## src/rtl/aq_djpeg_srcfifo.sv

```systemverilog
// aq_djpeg_srcfifo
//   Byte-to-word source buffer for the JPEG decoder input port. Incoming
//   stream bytes are packed MSB-first into 32-bit words and queued in a
//   show-ahead FIFO that the decoder drains through DataOut/DataOutEnable/
//   DataOutRead. End-of-stream is tracked so Done can report that the last
//   word has been consumed.
//
// Handshakes:
//   Byte side : a byte transfers on a rising edge where ByteInValid and
//               ByteInReady are both 1. ByteInReady comes from registers only.
//   Word side : DataOut is valid whenever DataOutEnable is 1; a word is popped
//               on a rising edge where DataOutRead and DataOutEnable are both
//               1. DataOutRead while empty pops nothing and sets Underrun.
//
// Ports:
//   clk, rst            clock, asynchronous active-low reset
//   Flush               synchronous clear of everything, wins over traffic
//   ByteIn/ByteInValid/ByteInLast/ByteInReady   byte input stream
//   DataOut/DataOutEnable/DataOutRead           decoder word interface
//   Level               words currently stored (0..2^DEPTH_LOG2)
//   Done                final word of the stream has been read (sticky)
//   Underrun            read attempted while empty (sticky)
module aq_djpeg_srcfifo #(
  parameter int DEPTH_LOG2 = 4
) (
  input  logic                  clk,
  input  logic                  rst,
  input  logic                  Flush,
  input  logic [7:0]            ByteIn,
  input  logic                  ByteInValid,
  input  logic                  ByteInLast,
  output logic                  ByteInReady,
  output logic [31:0]           DataOut,
  output logic                  DataOutEnable,
  input  logic                  DataOutRead,
  output logic [DEPTH_LOG2:0]   Level,
  output logic                  Done,
  output logic                  Underrun
);

  localparam int DEPTH = 1 << DEPTH_LOG2;

  logic [31:0]           mem [DEPTH];
  logic [DEPTH_LOG2-1:0] wr_ptr;
  logic [DEPTH_LOG2-1:0] rd_ptr;
  logic [DEPTH_LOG2:0]   level;
  logic [DEPTH_LOG2:0]   level_next;
  logic [1:0]            count;
  logic [23:0]           hold;
  logic                  ended;
  logic                  ended_next;
  logic                  started;
  logic                  done;
  logic                  underrun;

  logic                  empty;
  logic                  full;
  logic                  ready;
  logic                  accept;
  logic                  wr_en;
  logic                  rd_en;
  logic [31:0]           word;

  assign empty  = (level == '0);
  assign full   = (level == (DEPTH_LOG2 + 1)'(DEPTH));
  // started keeps ready low while reset is asserted and for the edge it
  // releases on, so ready is never derived from the reset pin itself.
  assign ready  = started & ~ended & ~full;
  assign accept = ByteInValid & ready;
  // A Last byte closes the word early; unfilled low bytes of hold are
  // already zero, which provides the 0x00 padding.
  assign wr_en  = accept & ((count == 2'd3) | ByteInLast);
  assign rd_en  = DataOutRead & ~empty;
  assign ended_next = ended | (accept & ByteInLast);

  always_comb begin
    word = {hold, 8'h00};
    case (count)
      2'd0:    word[31:24] = ByteIn;
      2'd1:    word[23:16] = ByteIn;
      2'd2:    word[15:8]  = ByteIn;
      default: word[7:0]   = ByteIn;
    endcase
  end

  always_comb begin
    level_next = level;
    if (wr_en && !rd_en)      level_next = level + 1'b1;
    else if (rd_en && !wr_en) level_next = level - 1'b1;
  end

  always_ff @(posedge clk or negedge rst) begin
    if (!rst) begin
      wr_ptr   <= '0;
      rd_ptr   <= '0;
      level    <= '0;
      count    <= 2'd0;
      hold     <= 24'h0;
      ended    <= 1'b0;
      started  <= 1'b0;
      done     <= 1'b0;
      underrun <= 1'b0;
    end else begin
      started <= 1'b1;
      if (Flush) begin
        wr_ptr   <= '0;
        rd_ptr   <= '0;
        level    <= '0;
        count    <= 2'd0;
        hold     <= 24'h0;
        ended    <= 1'b0;
        done     <= 1'b0;
        underrun <= 1'b0;
      end else begin
        if (wr_en) wr_ptr <= wr_ptr + 1'b1;
        if (rd_en) rd_ptr <= rd_ptr + 1'b1;
        level <= level_next;
        ended <= ended_next;
        if (DataOutRead && empty) underrun <= 1'b1;
        if (ended_next && (level_next == '0)) done <= 1'b1;
        if (accept) begin
          if (wr_en) begin
            count <= 2'd0;
            hold  <= 24'h0;
          end else begin
            count <= count + 2'd1;
            case (count)
              2'd0:    hold[23:16] <= ByteIn;
              2'd1:    hold[15:8]  <= ByteIn;
              default: hold[7:0]   <= ByteIn;
            endcase
          end
        end
      end
    end
  end

  // Storage array carries no reset; only entries between the pointers are
  // ever observable.
  always_ff @(posedge clk) begin
    if (wr_en && !Flush) mem[wr_ptr] <= word;
  end

  assign ByteInReady   = ready;
  assign DataOut       = empty ? 32'h0 : mem[rd_ptr];
  assign DataOutEnable = ~empty;
  assign Level         = level;
  assign Done          = done;
  assign Underrun      = underrun;

endmodule

```

## config.mk

```make
export PLATFORM = sky130hd
export DESIGN_NAME = aq_djpeg_srcfifo
export DESIGN_NICKNAME = d
export VERILOG_FILES = /design/src/rtl/aq_djpeg_srcfifo.sv
export SDC_FILE = /design/constraint.sdc
export NUM_CORES = 1
export LEC_CHECK = 0
export CAP_MARGIN = 20
export CORE_AREA = 5 5 206 208
export DETAILED_ROUTE_END_ITERATION = 7
export DIE_AREA = 0 0 211 213
export PLACE_DENSITY = 0.78
export RECOVER_POWER = 100
export SETUP_SLACK_MARGIN = 0.05
export SYNTH_ARGS = -nofsm -noshare
export SYNTH_HDL_FRONTEND = slang
export SYNTH_SLANG_ARGS = --single-unit
```

## constraint.sdc

```tcl
create_clock -name clk -period 12.5 [get_ports clk]
set_input_delay 3.125 -clock clk [delete_from_list [all_inputs] [get_ports clk]]
set_output_delay 3.125 -clock clk [all_outputs]
set_load 0.01 [all_outputs]
```

Word level (Yosys, flattened, before mapping)
Memories as Yosys holds them, arrays and structs flattened.
Cells that the tools add are included.
{"block": "totals", "ff_bits": 43, "mem_count": 1, "mem_bits_rw": 512, "word_cells": 77}
{"name": "mem", "depth": 16, "word_bits": 32, "rd": 1, "rd_clocked_by_memory_dff": 0, "wr": 1, "line_no": "43", "text": "logic [31:0] mem [DEPTH];"}
{"block": "classes", "n_bitwise": 11, "mux": 26, "eq_ne": 5, "n_reduce_logical": 19, "n_addsub": 5}
{"op": "24-bit 2-to-1 mux", "n": 3}
{"op": "8-bit 2-to-1 mux", "n": 5}
{"op": "32-bit 2-to-1 mux", "n": 1}
{"op": "4-bit 2-to-1 mux", "n": 4}
{"op": "5-bit 2-to-1 mux", "n": 3}
{"op": "5-bit logical NOT", "n": 2}
{"op": "2-bit nonzero test", "n": 5}
{"op": "4-bit by 1-bit adder with 4-bit output (second input constant)", "n": 2}
{"op": "1-bit 2-to-1 mux", "n": 7}
{"op": "1-bit AND", "n": 6}
{"op": "2-bit 2-to-1 mux", "n": 3}
{"op": "5-bit by 1-bit adder with 5-bit output (second input constant)", "n": 1}
{"op": "5-bit equality test (second input constant)", "n": 1}
{"op": "1-bit logical AND", "n": 5}
{"op": "5-bit by 1-bit subtractor with 5-bit output (second input constant)", "n": 1}
{"op": "2-bit equality test (second input constant)", "n": 2}
{"op": "1-bit logical NOT", "n": 3}
{"op": "3-bit by 1-bit inequality test with 1-bit output (second input constant)", "n": 1}
{"op": "1-bit NOT", "n": 3}
{"op": "3-bit OR reduction", "n": 1}
{"op": "2-bit by 1-bit adder with 2-bit output (second input constant)", "n": 1}
{"op": "2-bit by 1-bit equality test with 1-bit output (second input constant)", "n": 1}
{"op": "2-bit logical NOT", "n": 1}
{"op": "1-bit bitwise OR", "n": 2}
{"op": "other kinds (2)", "n": 2}

Logic depth before layout (Yosys ltp)
Gate-level depths: netlist of run 1.
{"block": "logic_depth", "depth_word": 13, "ltp_mapped": 10, "mapped_depth_nobuf": 8}

Least setup slack after synthesis of run 1
OpenSTA, ideal clock, no wires.
{"block": "synth_timing", "path_kind": "input port to flip-flop", "start": "input ByteInValid", "end": "memory mem[3][0], enable pin", "setup_slack_ps": 5252, "stages": 4, "t_required_ps": 11999, "t_arrival_ps": 6747, "path_buffers": 1, "cell_sequence": "and3b_1 -> nand3_1 -> clkbuf_1 -> nor4_1"}
{"block": "synth_via", "elab_chain_cells": 5}
{"element": "from (decl)", "line_no": "30", "text": "input logic ByteInValid,"}
{"element": "1-bit AND", "line_no": "69", "text": "assign accept = ByteInValid & ready;"}
{"element": "1-bit AND", "line_no": "72", "text": "assign wr_en = accept & ((count == 2'd3) | ByteInLast);"}
{"element": "1-bit logical AND", "line_no": "141", "text": "if (wr_en && !Flush) mem[wr_ptr] <= word;"}
{"element": "1-bit 2-to-1 mux", "line_no": "141"}
{"element": "1-bit 2-to-1 mux (not written as such)", "line_no": "141"}
{"element": "to (decl)", "line_no": "43"}
No other way between the ends.

Worst setup path in the final report of run 1
{"block": "layout_timing", "start": "register rd_ptr[0]", "end": "output DataOut[18]"}
{"block": "layout_via", "elab_chain_cells": 2}
{"element": "from (decl)", "line_no": "45", "text": "logic [DEPTH_LOG2-1:0] rd_ptr;"}
{"element": "from (signal assigned)", "line_no": "116", "text": "if (rd_en) rd_ptr <= rd_ptr + 1'b1;"}
{"element": "memory read 16 x 32 bit"}
{"element": "32-bit 2-to-1 mux", "line_no": "145", "text": "assign DataOut = empty ? 32'h0 : mem[rd_ptr];"}
{"element": "to (decl)", "line_no": "33", "text": "output logic [31:0] DataOut,"}
No other way between the ends.

==> impl_metrics.csv, run 1 <==
group,metric,value,unit
yosys,synth_cells,1028,
detailed_routing,ant_nets,0,
critical_path,path_cells,"clkbuf_1, buf_16, mux4_2, mux4_2, and2_1, dlygate4sd3_1",
timing,finalClockSkew,0.0271,ns
grt,grt_usage,21.6,%
yosys,synth_flop_cell,"edfxtp_1",
clock_network,postCtsSetupBuffers,0,
timing,fin_crit_sh,75.3,%
floorplanning,die_area,44900,µm²
floorplanning,die_height,213,µm
place,dp_hpwl,25200,µm
timing,tightest_slew,2.90,ns
grt,grt_pass1_vias,11000,
yosys,synth_area,22000,µm²
floorplanning,core,40400,µm²
timing,finalMaxSlewViolations,588,
critical_path,critical_path_arrival,6.28,ns
grt,grt_pass1_wl,71100,µm
worst_hold_path,hold_path.class,"register to register",
timing,worst_slack,3.09,ns
timing,period_needed,9.41,ns
timing,hold_violations,0,
clock_network,clockRootBuffer,"clkbuf_16",
grt,grt_overflow,0,
yosys,synth.yosys.seq_area_share,74.9,%
timing,hold_ws,0.472,ns
critical_path,start_kind,"register",
critical_path,crit_top_cell,"mux4_2",
critical_path,r2r_end,"mem[11][7]",
critical_path,reg2reg_setup_slack,6.73,ns
clock_network,clkLatencyLatePin,0.60,ns
yosys,ys_ff_latch,555,
cells_and_area,final_common_cell,"edfxtp_1",
clock_network,h-tree-depth,2,
clock_network,clkTransAtPathRegs,0.06,ns
worst_hold_path,hp-start,"hold[14]",
detailed_routing,viasPerCell,6.28,
cells_and_area,layout-drive-gt1-share,22.0,%
critical_path,worst-setup-path-type,"register to primary output",
grt,antenna_found_initial,0,
power,leakagePower,0.00796,µW
place,globalplace.congestion,0.747,
timing,maxSlewHeadroom,-93.3,%
detailed_routing,vias,10600,
cells_and_area,layout_common_cells,"edfxtp_1 (512), mux4_2 (160), clkbuf_16 (53)",
cells_and_area,fill_cells,2795,
timing,fmaxAchievable,0.106,GHz
critical_path,cp.required,9.38,ns
worst_hold_path,holdPathEnd,"hold[14]",
timing,rsz0062_at_grt,"no",
yosys,ys.warnings.count,0,
detailed_routing,firstDrtPassIters,5,
worst_hold_path,hold-path-cell-count,2,
detailed_routing,initialDrtViolationCount,1280,
clock_network,ctsHoldBuffers,0,
critical_path,crit_path_top_delay_cell,"dfrtp_1",
floorplanning,dieWidth,211,µm
detailed_routing,drc,0,
critical_path,cpPeakStageDelay,1.86,ns
flow_run,max-cap-violations,23,
place,io_buffers,54,
cells_and_area,fin_nets,1141,
power,vdd_ir_drop_max,191,µV
critical_path,reg2reg_depth,6,
clock_network,cts_buffers,53,
floorplanning,num_rows,74,
clock_network,cts_sinks,555,
timing,setup_viol,0,
yosys,yosysUniqueCellTypes,50,
critical_path,setup.worst_path.end_class,"primary output",
timing,fin_setup_tns,0,ns
critical_path,r2r_start,"count[0]",
detailed_routing,wl,47600,µm
run_status,violations,"max-capacitance violations, max-slew violations",
detailed_routing,wl_per_cell,28.1,µm
clock_network,clockBufferDepth,3,
yosys,synthArstFlopShare,7.75,%
clock_network,cts_resized,0,
clock_network,tritoncts,"built",
yosys,syn-num-nets,1054,
critical_path,cp_max_fo,35,
power,p_per_area,184,nW/µm²
yosys,avgSynthCellArea,21.4,µm²
yosys,synth_edf_count,512,
floorplanning,io_pins,55,
grt,grt_max_degree,73,
critical_path,cp_num_buf_inv,3,
run_status,status,"finished, violations left",
cells_and_area,area_growth,12.7,%
critical_path,path_delay_family,"buffers and inverters",
place,pre_cts_slack,5.64,ns
floorplanning,initial_utilization,54.4,%
synth_stat cells, types with 8 or more instances:
cell type | number | share of area (%)
and2_1 | 52 | 1.5
inv_1 | 14 | 0.24
mux4_2 | 160 | 16
clkbuf_1 | 34 | 0.58
a32o_1 | 8 | 0.36
mux2_2 | 16 | 0.82
o21ai_0 | 28 | 0.64
edfxtp_1 | 512 | 70
nor2_1 | 19 | 0.32
nand3_1 | 11 | 0.25
buf_2 | 13 | 0.30
nand2_1 | 39 | 0.67
dfrtp_1 | 43 | 4.9
ha_1 | 12 | 0.68
worst reg2reg max path, stage by stage (launching register included):
cell,delay [ns]
dfrtp_1,0.42
ha_1,0.53
nor2_1,0.14
nor3_1,1.06
nand2_1,0.28
nor3_1,1.05
clkbuf_1,1.83
layer usage:
metal  up-vias  routed length, µm  track usage [%]
met2       497              24300             35.9
met3        82               3680             3.66
li1       4400                  -                -
met1      5648              18300             30.2
met4         0               1260             6.66
met5         -                  0                0
logic make-up after synthesis:
| kind of cell | Yosys count | share of synthesized area, % |
|---|---|---|
| flip-flops | 555 | 74.9 |
| adder cells (fa/ha/maj) | 12 | 0.684 |
| AO/OA/AOI/OAI | 50 | 1.55 |
| XOR/XNOR | 10 | 0.399 |
| multiplexers | 176 | 17.2 |
| other | 1 | 0.0171 |
| buffers and inverters | 71 | 1.41 |
| AND/OR/NAND/NOR | 153 | 3.82 |
registers in the layout, summed over array words and instances, names as in the netlist:
register and cells:
mem 512, hold 24, Level 5, rd_ptr 4, wr_ptr 4, count 2, Done 1, Underrun 1
ended 1, started 1
worst max-delay path by stage:
stage | cells past startpoint | start | end | slack (ns)
after floorplan | 4 | ByteInValid | mem[3][0] | 5.25
after global placement | 5 | rd_ptr[0] | DataOut[28] | 5.69
after detailed placement | 5 | rd_ptr[0] | DataOut[28] | 5.64
after CTS | 5 | rd_ptr[0] | DataOut[28] | 4.97
after global routing | 6 | rd_ptr[0] | DataOut[18] | 2.46
final | 6 | rd_ptr[0] | DataOut[18] | 3.09
area by class of cell:
class                      count  area, µm²  share of cell area, %
antenna                        1       2.50                 0.0101
clock buffer                  72       1440                   5.81
clock inverter                26        256                   1.04
inverter                      14       52.6                  0.212
multi-input combinational    402       5170                   20.9
sequential                   555      16500                   66.5
tap                          532        666                   2.69
timing repair buffer          89        708                   2.86
power breakdown:
part | leakage [µW] | internal [µW] | switching (µW)
Combinational | 0.00177 | 428 | 409
Sequential | 0.00536 | 2100 | 61.1
Clock | 0.000835 | 891 | 663
Total | 0.00796 | 3410 | 1130
through the flow:
| stage | util [%] | total power (µW) | cells | instance area (µm²) |
|---|---|---|---|---|
| finish | 61.3 | 4550 | 1691 | 24800 |
| detailed placement | 57.5 | 3080 | 1590 | 23200 |
| floorplan | - | 2740 | 1028 | 22000 |
| global placement | 57.5 | 3060 | 1589 | 23200 |
| global route | 61.3 | 4740 | 1690 | 24800 |
| CTS | 61.7 | 4630 | 1688 | 24900 |
Power figures use the tool's default switching activity.
==> inputs of run 2 (changes only) <==
--- a/config.mk
+++ b/config.mk
@@ -9,7 +9,7 @@
 export CORE_AREA = 5 5 206 208
 export DETAILED_ROUTE_END_ITERATION = 7
 export DIE_AREA = 0 0 211 213
-export PLACE_DENSITY = 0.78
+export PLACE_DENSITY = 0.81
 export RECOVER_POWER = 100
 export SETUP_SLACK_MARGIN = 0.05
 export SYNTH_ARGS = -nofsm -noshare
==> constraint.sdc (replaced) <==
create_clock -name clk -period 7.8 [get_ports clk]
set_input_delay 1.95 -clock clk [delete_from_list [all_inputs] [get_ports clk]]
set_output_delay 1.95 -clock clk [all_outputs]
set_load 0.01 [all_outputs]
==> run 2 against run 1 <==
Against the previous run:
- the flow still finishes with violations (max-capacitance violations, max-slew violations)
- combinational power increased by 65%
- sequential power increased by 59%
- die area unchanged
- worst setup slack got worse by 1.9 ns
- global-route usage increased by 0.66 points
- critical path depth increased by 1
- cell count about the same
- critical path type is now input port to register
- largest power group unchanged
==> impl_metrics.csv, run 2 (synthesized netlist as in run 1, its figures left out) <==
group,metric,value,unit
timing,hold_ws,0.481,ns
clock_network,clkTransAtPathRegs,0.06,ns
timing,fin_crit_sh,84.2,%
cells_and_area,regArea,16500,µm²
cells_and_area,fin_cells,1692,
cells_and_area,top_register,"mem",
detailed_routing,initialDrtViolationCount,1375,
detailed_routing,firstDrtPassIters,5,
timing,setup_viol,0,
grt,grt_max_degree,85,
timing,maxSlewHeadroom,-104,%
detailed_routing,wl,49400,µm
detailed_routing,drc,0,
cells_and_area,fill_cells,2713,
timing,rsz0062_at_grt,"no",
run_status,violations,"max-capacitance violations, max-slew violations",
floorplanning,die_height,213,µm
power,power,7240,µW
run_status,status,"finished, violations left",
clock_network,cts_buffers,53,
clock_network,h-tree-depth,2,
floorplanning,dieWidth,211,µm
floorplanning,core,40400,µm²
timing,hold_violations,0,
grt,grt_pass1_vias,11300,
critical_path,worst-setup-path-type,"input port to register",
floorplanning,num_rows,74,
clock_network,cts_resized,0,
detailed_routing,viasPerCell,6.38,
flow_run,max-cap-violations,19,
cells_and_area,diodes,0,
worst_hold_path,hp-start,"hold[9]",
grt,grt_usage,22.3,%
place,io_buffers,54,
detailed_routing,vias,10800,
place,globalplace.congestion,0.801,
cells_and_area,final_common_cell,"edfxtp_1",
cells_and_area,area_growth,12.6,%
clock_network,tritoncts,"built",
floorplanning,io_pins,55,
clock_network,clkLatencyLatePin,0.59,ns
grt,grt_pass1_wl,73500,µm
clock_network,postCtsSetupBuffers,0,
timing,fin_setup_tns,0,ns
critical_path,crit_start,"ByteInValid",
floorplanning,die_area,44900,µm²
floorplanning,initial_utilization,54.4,%
cells_and_area,multi_input_area,5190,µm²
cells_and_area,layout_common_cells,"edfxtp_1 (512), mux4_2 (160), clkbuf_16 (54)",
place,pre_cts_slack,2.60,ns
clock_network,cts_sinks,555,
timing,fmaxAchievable,0.152,GHz
grt,antenna_found_initial,1,
worst_hold_path,hold_path.class,"register to register",
detailed_routing,ant_nets,0,
clock_network,ctsHoldBuffers,0,
clock_network,clockRootBuffer,"clkbuf_16",
critical_path,r2r_start,"count[0]",
critical_path,cp_max_fo,22,
critical_path,start_kind,"input port",
timing,finalClockSkew,0.0184,ns
timing,tightest_slew,3.05,ns
detailed_routing,wl_per_cell,29.2,µm
power,vdd_ir_drop_max,363,µV
critical_path,critical_path_arrival,6.73,ns
place,dp_hpwl,25000,µm
power,leakagePower,0.00792,µW
critical_path,cp.required,7.96,ns
timing,period_needed,6.57,ns
cells_and_area,layout-drive-gt1-share,21.6,%
cells_and_area,largest_reg_flops,512,
critical_path,setup.worst_path.end_class,"register",
power,p_per_area,293,nW/µm²
grt,grt_overflow,0,
cells_and_area,fin_nets,1142,
timing,worst_slack,1.23,ns
clock_network,clockBufferDepth,3,
place,dpl.cell_count,1591,
timing,finalMaxSlewViolations,470,
[run 2: changes by cell type in the layout (fill, tap and decap cells not counted), sizes merged]
| cell | change |
|---|---|
| buf | +3 |
| clkinv | -2 |
| bufinv | -2 |
| clkinvlp | +3 |
| diode | -1 |
[run 2: per-stage QoR]
step	utilization, %	area (µm²)
finish	61.2	24700
global route	61.2	24700
CTS	61.6	24900
detailed placement	57.6	23300
global placement	57.5	23200
floorplan	-	22000
[run 2: area by class of cell]
cell class	instances	area share (%)
sequential	555	66.6
multi-input combinational	402	21.0
inverter	14	0.213
timing repair buffer	90	2.97
clock inverter	25	0.810
tap	532	2.69
clock buffer	74	5.77
[run 2: metal layers]
layer | vias to the layer above | track usage (%) | share of wire [%]
li1 | 4404 | - | -
met1 | 5628 | 31.2 | 37
met2 | 647 | 36.7 | 50
met3 | 111 | 4.47 | 9.5
met4 | 2 | 6.33 | 3.0
met5 | - | 0 | 0.026
[run 2: worst max-delay path, stage by stage]
cell and delay [ns]:
dlygate4sd3_1 0.55, nand3b_1 0.15, nor3_1 0.93, nand2_1 0.28, nor3_1 0.31, and2_0 1.02
clkbuf_1 1.52
[run 2: path summary, 6_finish.rpt]
kind	endpoint	slack (ns)	cells after the start
setup / recovery	mem[8][13]	1.23	7
hold / removal	hold[9]	0.48	2
setup reg to reg	mem[8][13]	2.15	7
hold reg to reg	hold[9]	0.48	2
max in group asynchronous	rd_ptr[1]	3.75	2
min in group asynchronous	started	2.24	2
[run 2: power by group]
part / internal, µW / switching [µW] / leakage, µW
sequential: 3360 / 66.3 / 0.00536
combinational: 683 / 696 / 0.00178
clock: 1350 / 1080 / 0.000782
total: 5390 / 1850 / 0.00792
